### config.mk
export PLATFORM = sky130hd
export DESIGN_NAME = lcd_pattern_seq
export DESIGN_NICKNAME = d
export VERILOG_FILES = /design/src/rtl/lcd_pattern_seq.sv
export SDC_FILE = /design/constraint.sdc
export NUM_CORES = 1
export LEC_CHECK = 0
export ABC_CLOCK_PERIOD_IN_PS = 3850
export CORE_ASPECT_RATIO = 0.75
export CORE_MARGIN = 2
export CORE_UTILIZATION = 30
export DETAILED_ROUTE_END_ITERATION = 10
export PLACE_DENSITY = 0.49
export SLEW_MARGIN = 20
export SYNTH_ARGS = -nofsm -noshare
export SYNTH_HDL_FRONTEND = slang
export SYNTH_SLANG_ARGS = --single-unit
### constraint.sdc
create_clock -name rgb_clk -period 3.85 [get_ports rgb_clk]
set_input_delay 0.5775 -clock rgb_clk [delete_from_list [all_inputs] [get_ports rgb_clk]]
set_output_delay 0.5775 -clock rgb_clk [all_outputs]
set_load 0.03 [all_outputs]
### src/rtl/lcd_pattern_seq.sv
// ---------------------------------------------------------------------------
// lcd_pattern_seq
//   LCD test-pattern generator. Sits one register stage behind an upstream
//   timing generator and replaces the pixel data with one of five test
//   patterns (bit-walk, colour bars, gray ramp, grid, checkerboard). The
//   pattern auto-advances every FRAMES_PER_PATTERN frames, or on a key
//   request, and only ever changes at a frame start.
//
// Ports
//   rgb_clk            pixel clock, all logic on its rising edge
//   rgb_rst_n          asynchronous active-low reset
//   in_hs/in_vs/in_de  upstream timing (sync level set by SYNC_ACTIVE)
//   in_x/in_y          active pixel coordinates, valid while in_de=1
//   key_next           single-cycle advance request (already debounced)
//   pause              level; freezes auto-advance and checker phase
//   out_hs/out_vs/out_de  timing delayed by one clock
//   out_r/out_g/out_b  RGB565 pixel, zero outside the active area
//   pattern_id         current pattern code
//   frame_tick         one-cycle pulse when out_vs first asserts in a frame
// ---------------------------------------------------------------------------
module lcd_pattern_seq #(
  parameter int   H_ACTIVE           = 480,
  parameter int   V_ACTIVE           = 272,
  parameter int   FRAMES_PER_PATTERN = 120,
  parameter logic SYNC_ACTIVE        = 1'b1
) (
  input  logic       rgb_clk,
  input  logic       rgb_rst_n,
  input  logic       in_hs,
  input  logic       in_vs,
  input  logic       in_de,
  input  logic [9:0] in_x,
  input  logic [9:0] in_y,
  input  logic       key_next,
  input  logic       pause,
  output logic       out_hs,
  output logic       out_vs,
  output logic       out_de,
  output logic [4:0] out_r,
  output logic [5:0] out_g,
  output logic [4:0] out_b,
  output logic [2:0] pattern_id,
  output logic       frame_tick
);

  typedef enum logic [2:0] {
    BITWALK  = 3'd0,
    COLORBAR = 3'd1,
    GRAY     = 3'd2,
    GRID     = 3'd3,
    CHECKER  = 3'd4
  } pattern_e;

  localparam int          BAR_W    = (H_ACTIVE / 8 > 0) ? (H_ACTIVE / 8) : 1;
  localparam logic [11:0] TERM_CNT = 12'(FRAMES_PER_PATTERN - 1);
  localparam logic [9:0]  X_LAST   = 10'(H_ACTIVE - 1);
  localparam logic [9:0]  Y_LAST   = 10'(V_ACTIVE - 1);
  localparam logic [15:0] WHITE    = 16'hFFFF;

  pattern_e    pattern_q, pattern_d;
  logic [11:0] frame_cnt_q, frame_cnt_d;
  logic        phase_q, phase_d;
  logic        pending_q, pending_d;
  logic        vs_prev_q;

  logic        hs_q, vs_q, de_q, tick_q;
  logic [15:0] rgb_q, rgb_d;

  logic        frame_start;

  // Largest column k with x >= H_ACTIVE*k/16.
  function automatic logic [3:0] bitwalk_col(input logic [9:0] x);
    logic [3:0] col;
    int         xi;
    col = 4'd0;
    xi  = int'(x);
    for (int k = 1; k < 16; k++) begin
      if (xi >= (H_ACTIVE * k) / 16) col = 4'(k);
    end
    return col;
  endfunction

  function automatic logic [2:0] bar_index(input logic [9:0] x);
    int b;
    b = int'(x) / BAR_W;
    if (b > 7) b = 7;
    return 3'(b);
  endfunction

  function automatic logic [15:0] bar_color(input logic [2:0] n);
    logic [15:0] c;
    case (n)
      3'd0:    c = {5'd31, 6'd63, 5'd31}; // white
      3'd1:    c = {5'd31, 6'd63, 5'd0 }; // yellow
      3'd2:    c = {5'd0,  6'd63, 5'd31}; // cyan
      3'd3:    c = {5'd0,  6'd63, 5'd0 }; // green
      3'd4:    c = {5'd31, 6'd0,  5'd31}; // magenta
      3'd5:    c = {5'd31, 6'd0,  5'd0 }; // red
      3'd6:    c = {5'd0,  6'd0,  5'd31}; // blue
      default: c = 16'h0000;              // black
    endcase
    return c;
  endfunction

  function automatic pattern_e next_pattern(input pattern_e p);
    pattern_e n;
    case (p)
      BITWALK:  n = COLORBAR;
      COLORBAR: n = GRAY;
      GRAY:     n = GRID;
      GRID:     n = CHECKER;
      default:  n = BITWALK; // CHECKER wraps; unused codes recover here
    endcase
    return n;
  endfunction

  // Rising edge of in_vs into its asserted level. vs_prev_q resets to the
  // asserted level so a reset released mid-sync waits for a fresh edge.
  assign frame_start = (in_vs == SYNC_ACTIVE) && (vs_prev_q != SYNC_ACTIVE);

  // Pattern / frame-counter / phase / pending next state
  always_comb begin
    pattern_d   = pattern_q;
    frame_cnt_d = frame_cnt_q;
    phase_d     = phase_q;
    pending_d   = pending_q | key_next;
    if (frame_start) begin
      // The pending flag consumed here is the registered one, so a key in
      // this very cycle survives into the next frame.
      pending_d = key_next;
      if (!pause) phase_d = ~phase_q;
      // Key and terminal count share one advance.
      if (pending_q || (!pause && (frame_cnt_q == TERM_CNT))) begin
        pattern_d   = next_pattern(pattern_q);
        frame_cnt_d = 12'd0;
      end else if (!pause) begin
        frame_cnt_d = frame_cnt_q + 12'd1;
      end
    end
  end

  // Pixel generation from the registered pattern and phase
  always_comb begin
    rgb_d = 16'h0000;
    if (in_de) begin
      case (pattern_q)
        BITWALK:  rgb_d = 16'h8000 >> bitwalk_col(in_x);
        COLORBAR: rgb_d = bar_color(bar_index(in_x));
        GRAY:     rgb_d = {in_x[8:4], in_x[8:3], in_x[8:4]};
        GRID: begin
          if ((in_x[4:0] == 5'd0) || (in_y[4:0] == 5'd0) ||
              (in_x == X_LAST) || (in_y == Y_LAST))
            rgb_d = WHITE;
        end
        CHECKER: begin
          if (in_x[5] ^ in_y[5] ^ phase_q) rgb_d = WHITE;
        end
        default:  rgb_d = 16'h0000;
      endcase
    end
  end

  always_ff @(posedge rgb_clk or negedge rgb_rst_n) begin
    if (!rgb_rst_n) begin
      pattern_q   <= BITWALK;
      frame_cnt_q <= 12'd0;
      phase_q     <= 1'b0;
      pending_q   <= 1'b0;
      vs_prev_q   <= SYNC_ACTIVE;
      hs_q        <= 1'b0;
      vs_q        <= 1'b0;
      de_q        <= 1'b0;
      tick_q      <= 1'b0;
      rgb_q       <= 16'h0000;
    end else begin
      pattern_q   <= pattern_d;
      frame_cnt_q <= frame_cnt_d;
      phase_q     <= phase_d;
      pending_q   <= pending_d;
      vs_prev_q   <= in_vs;
      hs_q        <= in_hs;
      vs_q        <= in_vs;
      de_q        <= in_de;
      tick_q      <= frame_start;
      rgb_q       <= rgb_d;
    end
  end

  assign out_hs     = hs_q;
  assign out_vs     = vs_q;
  assign out_de     = de_q;
  assign out_r      = rgb_q[15:11];
  assign out_g      = rgb_q[10:5];
  assign out_b      = rgb_q[4:0];
  assign pattern_id = pattern_q;
  assign frame_tick = tick_q;

endmodule

# --- Yosys cells after proc, flatten, opt, wreduce, memory -nomap -nowiden ---
# Cells that the tools add are included.
totals:
  ff_bits: 38
  inputBits: 27
  word_cells: 92
op_classes:
  addsub: 1
  div: 1
  n_lt_le_gt_ge: 16
  eq_ne: 14
  shift: 1
  mux: 29
  bitwise_logic: 6
  n_reduce_logical: 14
ops:
  columns: ["cell", "n"]
  rows:
  - ["16-bit case mux with 7 select lines", 1]
  - ["16-bit case mux with 5 select lines", 1]
  - ["10-bit by 9-bit >= comparator with 1-bit output (second input constant)", 7]
  - ["4-bit two-way mux", 16]
  - ["16-bit two-way mux", 3]
  - ["10-bit by 8-bit >= comparator with 1-bit output (second input constant)", 4]
  - ["11-bit by 7-bit divider with 32-bit output (second input constant)", 1]
  - ["32-bit by 4-bit greater-than comparator with 1-bit output (second input constant)", 1]
  - ["12-bit two-way mux", 2]
  - ["10-bit by 9-bit == test with 1-bit output (second input constant)", 2]
  - ["10-bit by 7-bit >= comparator with 1-bit output (second input constant)", 2]
  - ["16-bit by 4-bit right shift with 16-bit output (first input constant)", 1]
  - ["12-bit by 1-bit adder with 12-bit output (second input constant)", 1]
  - ["12-bit by 7-bit == test with 1-bit output (second input constant)", 1]
  - ["3-bit by 2-bit == test with 1-bit output (second input constant)", 4]
  - ["3-bit == test (second input constant)", 4]
  - ["3-bit case mux with 4 select lines", 1]
  - ["10-bit by 5-bit >= comparator with 1-bit output (second input constant)", 1]
  - ["10-bit by 6-bit >= comparator with 1-bit output (second input constant)", 1]
  - ["5-bit logical NOT", 2]
  - ["3-bit two-way mux", 3]
  - ["3-bit by 1-bit == test with 1-bit output (second input constant)", 2]
  - ["3-bit logical NOT", 2]
  - ["2-bit AND reduction", 3]
  - ["8 further kinds", 16]

# --- Longest topological paths before layout ---
# Gate-level depths: netlist (run 1).
logic_depth:
  word_depth: 21
  mapped_depth: 11
  depth_no_buf: 10

# --- Worst setup path before layout (run 1) ---
# OpenSTA, ideal clock, no wires.
synth_path:
  path_kind: "input port to flip-flop"
  start: "in in_x[7]"
  end: "reg rgb_q[0]"
  setup_ns: 0.152
  arrival_time_ns: 2.400
  t_required_ns: 3.698
  slack_ns: 1.297
  path_stages: 11
  path_buffers: 1
  cell_sequence: "buf_4 -> nand3_1 -> inv_2 -> ha_1 -> nand2b_1 -> or2_2 -> a22o_1 -> o21ai_1 -> nor2_1 -> o2111ai_1 -> o221ai_1"
synth_via:
  elab_chain_cells: 21
  word_cells_on_any_way: 52
  classes_between: "div: 1; order compare: 16; eq/ne: 7; shift: 1; mux: 24; reduce/logical: 3"
synth_lines:
  columns: ["element", "line_no", "text"]
  rows:
  - ["start, declared", "32", "input logic [9:0] in_x,"]
  - ["branches (longest 19 deep; another with 11-bit by 7-bit divider with 32-bit output)", null, null]
  - ["16-bit case mux with 5 select lines (*)", "146", "case (pattern_q)"]
  - ["16-bit two-way mux (*)", "145", "if (in_de) begin"]
  - ["via rgb_d[0]", "67", "logic [15:0] rgb_q, rgb_d;"]
  - ["end signal, assigned", "185", "rgb_q <= rgb_d;"]
  - ["end, declared", "67", null]
# Mark *: on every way through the listed nets, which the timed path passes. The select of a mux whose other input is x is not followed.
# A chain may end at the register's enable or synchronous reset.

# --- Worst setup path in the final report (run 1) ---
layout_path:
  start: "in in_x[5]"
  end: "reg rgb_q[0]"
# Same word-level chain as after synthesis.

==> results of run 1 <==
-- area by class of cell --
| class | instances | share of cell area |
|---|---|---|
| Clock buffer | 5 | 0.0374 |
| Clock inverter | 3 | 0.0206 |
| Inverter | 10 | 0.0112 |
| Multi-Input combinational cell | 223 | 0.442 |
| Timing Repair Buffer | 57 | 0.163 |
| Sequential cell | 38 | 0.285 |
| Tap cell | 108 | 0.0404 |
-- worst max-delay path: stages --
cell and delay (ns):
clkdlybuf4s50_1 0.77, buf_4 0.27, a41o_1 0.23, a21oi_1 0.06
a211oi_1 0.27, o21ai_0 0.11, a221o_1 0.33, o2111ai_1 0.23
o221ai_1 0.27
-- stage by stage --
step | area (um^2) | instances | util
global route | 3340 | 444 | 0.395
CTS | 3340 | 444 | 0.395
floorplan | 2610 | 292 | -
detailed placement | 3150 | 436 | 0.373
finish | 3340 | 444 | 0.395
global placement | 3150 | 436 | 0.373
-- where the power goes --
group | total, mW | switching [mW] | internal [mW]
logic | 0.596 | 0.351 | 0.245
clock network | 0.530 | 0.158 | 0.372
registers | 0.528 | 0.0578 | 0.470
-- path summary, 6_finish.rpt --
kind	startpoint	slack (ns)	end	depth (start not counted)
worst max-delay path	in_x[5]	0.81	rgb_q[0]	9
worst max register to register	pattern_id[0]	1.59	rgb_q[0]	4
min in group rgb_clk	phase_q	0.49	phase_q	1
worst min-delay path	rgb_rst_n	0.40	rgb_q[5]	1
max in group asynchronous	rgb_rst_n	2.92	pattern_id[0]	1
worst min register to register	phase_q	0.49	phase_q	1
-- cells by family after synthesis --
group	count (synthesis)	share of synthesized area
flops	38	0.365
fa+ha+maj	3	0.0139
buf+inv	31	0.0690
compound gates	89	0.254
simple gates	115	0.241
mux	4	0.0163
xor+xnor	12	0.0402
-- layer usage --
layer / wire (um) / GRT usage
met1: 3600 / 0.229
met3: 249 / 0.0274
met5: 0 / 0
met2: 3020 / 0.223
met4: 33 / 0.0236
-- flip-flops by register name, indices dropped and copies added, names as in the netlist --
| signal | flops |
|---|---|
| out_vs | 1 |
| pending_q | 1 |
| phase_q | 1 |
| out_de | 1 |
| pattern_id | 3 |
| frame_tick | 1 |
| frame_cnt_q | 12 |
| rgb_q | 16 |
| out_hs | 1 |
| vs_prev_q | 1 |
-- cells in the final DEF (no fill, tap or decap), drive strengths merged, types with 3 or more instances in the layout --
cell type	n
a211oi	6
a21oi	12
a311o	5
a311oi	3
a31oi	11
and2	4
and3	4
and3b	3
buf	9
clkbuf	5
clkdlybuf4s50	48
dfrtp	37
inv	9
nand2	27
nand2b	4
nand3	10
nand3b	3
nand4	4
nor2	24
nor2b	4
nor3	5
nor4	3
o2111ai	3
o211ai	3
o21ai	17
o221ai	5
o22ai	4
or2	5
or3	7
xnor2	5
xor2	7
==> run_results.csv, run 1 <==
group,metric,value,unit
clock_network,cts.clk_slew.worst_paths,0.05,ns
logic_synthesis,synthTopCellsByCount,"37 x dfrtp_1, 27 x nand2_1, 21 x nor2_1",
routing,ant_nets,0,
global_route,track_usage,0.149,
power,total_power,1.65,mW
timing,finClkSkew,0.00602,ns
timing,setup_tns,0,ns
layout,multi_input_area,1480,um^2
logic_synthesis,ys_seq_elements,38,
power,cellPowerDensity,495,nW/um^2
place,place_ws,0.582,ns
clock_network,holdBufCountCts,0,
layout,antennaDiodeCount,0,
min_path,holdCritPathClass,"in -> async",
clock_network,cts_root_buffer,"clkbuf_16",
timing,worst_pin_slew,0.826,ns
routing,drc,0,
layout,seqCellArea,952,um^2
floorplanning,io_pins,50,
clock_network,post-cts-setup-buffers,0,
floorplanning,die_area,9470,um^2
logic_synthesis,yosysMostFrequentCell,"dfrtp_1",
setup_path,critPathLaunchType,"primary input",
timing,worst_slack,0.814,ns
layout,drive_gt1_frac,0.104,
floorplanning,row_count,29,
logic_synthesis,syn_inst,292,
clock_network,clock_path_buffers,2,
clock_network,cts_max_level,2,
logic_synthesis,synth_top_area_frac,0.355,
logic_synthesis,ys_top_cells_by_area,"dfrtp_1 35%, nand2_1 3.9%, nor2_1 3.0%",
place,port-buffer-count,49,
timing,max_freq,329,MHz
routing,num_vias,2409,
timing,relSlewSlack,0.450,
routing,wl_per_cell,15.6,um
timing,rsz0062_at_grt,"no",
clock_network,cts_tree,"built",
setup_path,worst_ep_arrival_time,3.13,ns
logic_synthesis,yosysSeqAreaShare,0.365,
clock_network,cts-resized-gates,0,
routing,routed_via_density,5.43,
logic_synthesis,synth-edff-count,0,
logic_synthesis,async_flop_share,1.00,
logic_synthesis,ys.warnings.count,0,
routing,wl,6.91,mm
timing,finalHoldViolations,0,
timing,finalCritPeriodShare,0.788,
setup_path,cp.required,3.95,ns
logic_synthesis,syn_avg_cell_area,8.94,um^2
floorplanning,initial_utilization,0.309,
floorplanning,core,8450,um^2
logic_synthesis,syn_nets,321,
routing,firstDrtPassIters,4,
global_route,grt_max_degree,39,
logic_synthesis,synthFlopType,"dfrtp_1",
clock_network,cts_buffers,5,
routing,drt-initial-drc-count,164,
timing,setup_violations,0,
timing,period_needed,3.04,ns
logic_synthesis,synth.distinct_cells,74,
setup_path,cp_max_fo,14,
global_route,grt_pass1_wl,11.6,mm
place,dp_hpwl,5.05,mm
global_route,grt_pass1_vias,2233,
power,power_leakage,1.31,nW
setup_path,path_class,"in -> reg",
clock_network,insertion_delay,0.28,ns
layout,fin_nets,364,
timing,drv_slew,0,
setup_path,critPathCaptureType,"flop",
global_route,grt-ovfl-total,0,
run_status,status,"completed",
place,globalplace.congestion,0.844,
logic_synthesis,yosysTopAreaCell,"dfrtp_1",
layout,syn2layout_area_growth,28.0,%
floorplanning,die_x,112,um
timing,hold_slack,0.398,ns
floorplanning,die_h,84.8,um
clock_network,cts_sinks,38,
layout,fillers,862,
global_route,antenna_found_initial,0,
logic_synthesis,syn-cell-area,2610,um^2
power,peakVddDrop,0.285,mV
job,max-cap-violations,0,
Power figures use the tool's default switching activity.
==> inputs of run 2 (changes only) <==
--- a/config.mk
+++ b/config.mk
@@ -5,7 +5,7 @@
 export SDC_FILE = /design/constraint.sdc
 export NUM_CORES = 1
 export LEC_CHECK = 0
-export ABC_CLOCK_PERIOD_IN_PS = 3850
+export ABC_CLOCK_PERIOD_IN_PS = 2940
 export CORE_ASPECT_RATIO = 0.75
 export CORE_MARGIN = 2
 export CORE_UTILIZATION = 30
==> constraint.sdc (replaced) <==
create_clock -name rgb_clk -period 2.94 [get_ports rgb_clk]
set_input_delay 0.441 -clock rgb_clk [delete_from_list [all_inputs] [get_ports rgb_clk]]
set_output_delay 0.441 -clock rgb_clk [all_outputs]
set_load 0.03 [all_outputs]
==> run 2 against run 1 <==
  * Global-route usage increased by 0.41 points
  * Final area grew 4.2%
  * Wire length increased by 2.5%
  * Clock skew is 0.0022 ns lower
  * Non-clock buffer count rose by 16
  * Register-to-register slack got worse by 0.72 ns
  * Combinational power increased by 36%
  * Sequential cell count unchanged
  * Power is 32% higher
  * Clock-buffer cell count unchanged
  * Core utilization grew 1.6 points
==> run_results.csv, run 2 (same netlist as run 1, synthesis figures left out) <==
group,metric,value,unit
setup_path,path_class,"in -> reg",
place,globalplace.congestion,0.813,
routing,drt-initial-drc-count,126,
routing,drc,0,
timing,period_needed,2.62,ns
clock_network,cts.clk_slew.worst_paths,0.06,ns
setup_path,regToRegEndpoint,"frame_cnt_q[7]",
timing,finClkSkew,0.00377,ns
setup_path,rrSetupSlack,0.87,ns
clock_network,cts-resized-gates,0,
setup_path,worst_ep_arrival_time,2.79,ns
layout,antennaDiodeCount,0,
layout,largest_reg_flops,16,
clock_network,holdBufCountCts,0,
power,peakVddDrop,0.402,mV
setup_path,cpLargestDelayFamily,"compound AO/OA/AOI/OAI gates",
min_path,holdCritPathClass,"in -> async",
routing,wl_per_cell,15.4,um
run_status,status,"completed",
setup_path,cp_cell_sequence,"clkdlybuf4s50_1 -> buf_4 -> o21a_1 -> a311oi_2 -> a311o_4 -> a21boi_1 -> nand3_1 -> a31oi_1",
global_route,grt_pass1_vias,2261,
clock_network,insertion_delay,0.28,ns
power,power_leakage,1.39,nW
clock_network,post-cts-setup-buffers,0,
routing,wl,7.08,mm
global_route,grt-ovfl-total,0,
floorplanning,die_area,9470,um^2
clock_network,cts_buffers,5,
global_route,track_usage,0.154,
timing,setup_tns,0,ns
layout,fin_cells,460,
setup_path,slowest_stage,"clkdlybuf4s50_1",
timing,worst_pin_slew,0.824,ns
global_route,antenna_found_initial,0,
place,port-buffer-count,49,
layout,drive_gt1_frac,0.148,
routing,firstDrtPassIters,4,
timing,rsz0062_at_grt,"no",
place,place_ws,-0.0696,ns
floorplanning,initial_utilization,0.309,
routing,ant_nets,0,
job,max-cap-violations,0,
timing,worst_slack,0.318,ns
floorplanning,core,8450,um^2
floorplanning,die_h,84.8,um
floorplanning,row_count,29,
setup_path,cp_max_fo,11,
place,dp.cells,452,
timing,max_freq,381,MHz
place,dp_hpwl,5.40,mm
routing,routed_via_density,5.36,
setup_path,critPathLaunchType,"primary input",
floorplanning,die_x,112,um
clock_network,clock_path_buffers,2,
setup_path,r2r-start,"frame_cnt_q[0]",
layout,largest_register,"rgb_q",
timing,relSlewSlack,0.451,
setup_path,critPathMaxStageDelay,0.59,ns
setup_path,critPathCaptureType,"flop",
setup_path,r2r_cells,8,
global_route,grt_pass1_wl,11.9,mm
clock_network,cts_sinks,38,
timing,hold_slack,0.260,ns
layout,syn2layout_area_growth,33.3,%
clock_network,cts_tree,"built",
clock_network,cts_max_level,2,
floorplanning,io_pins,50,
layout,final_cell_mix,"48 x clkdlybuf4s50_1, 37 x dfrtp_1, 27 x nand2_1",
clock_network,cts_root_buffer,"clkbuf_16",
power,cellPowerDensity,629,nW/um^2
timing,finalCritPeriodShare,0.892,
setup_path,cp.required,3.11,ns
layout,fin_nets,380,
setup_path,crit_buf_inv,2,
routing,num_vias,2466,
power,total_power,2.19,mW
timing,setup_violations,0,
timing,drv_slew,0,
global_route,grt_max_degree,39,
timing,finalHoldViolations,0,
layout,mostFrequentLayoutCell,"clkdlybuf4s50_1",
run 2: cell count changes in the layout (fill, tap and decap cells not counted):
| cell | delta |
|---|---|
| o2111ai_1 | -1 |
| o2111ai_2 | +1 |
| buf_12 | +1 |
| buf_4 | +15 |
run 2: worst max path at each step:
stage	cells after the start	slack (ns)	from	endpoint
floorplan	11	0.52	in_x[7]	rgb_q[0]
global placement	9	0.006	in_x[4]	rgb_q[4]
detailed placement	11	-0.07	in_x[6]	rgb_q[3]
CTS	11	0.22	in_x[6]	rgb_q[3]
global route	8	0.15	in_x[4]	rgb_q[12]
finish	8	0.32	in_x[4]	rgb_q[8]
run 2: cell type report:
type,instances,area [um^2]
clock buffers,5,125
clock inverters,3,68.8
fillers,855,4970
inverters,10,37.5
multi-input cells,223,1490
flip-flops and latches,38,952
well taps,108,135
repair buffers,73,678
run 2: through the flow:
stage,area (um^2),util
floorplan,2610,-
global placement,3280,0.388
detailed placement,3280,0.388
CTS,3480,0.411
global route,3480,0.412
finish,3480,0.412
run 2: worst reg2reg max path: cells and delay by family (launching register included):
family                   cells  cell delay (ns)
flip-flops                   1             0.42
AO/OA/AOI/OAI                2             0.75
AND/OR/NAND/NOR              4             0.41
adder cells (fa/ha/maj)      1             0.24
XOR/XNOR                     1             0.14
run 2: where the power goes:
part / leakage [nW] / internal, mW / switching, mW
clock network: 0.0940 / 0.487 / 0.201
logic: 0.799 / 0.343 / 0.467
registers: 0.500 / 0.616 / 0.0749
run 2: metal layers:
metal | part of all wire | GRT usage
met4 | 0.0045 | 0.0202
met1 | 0.51 | 0.240
met5 | 0 | 0
met3 | 0.055 | 0.0318
met2 | 0.43 | 0.223
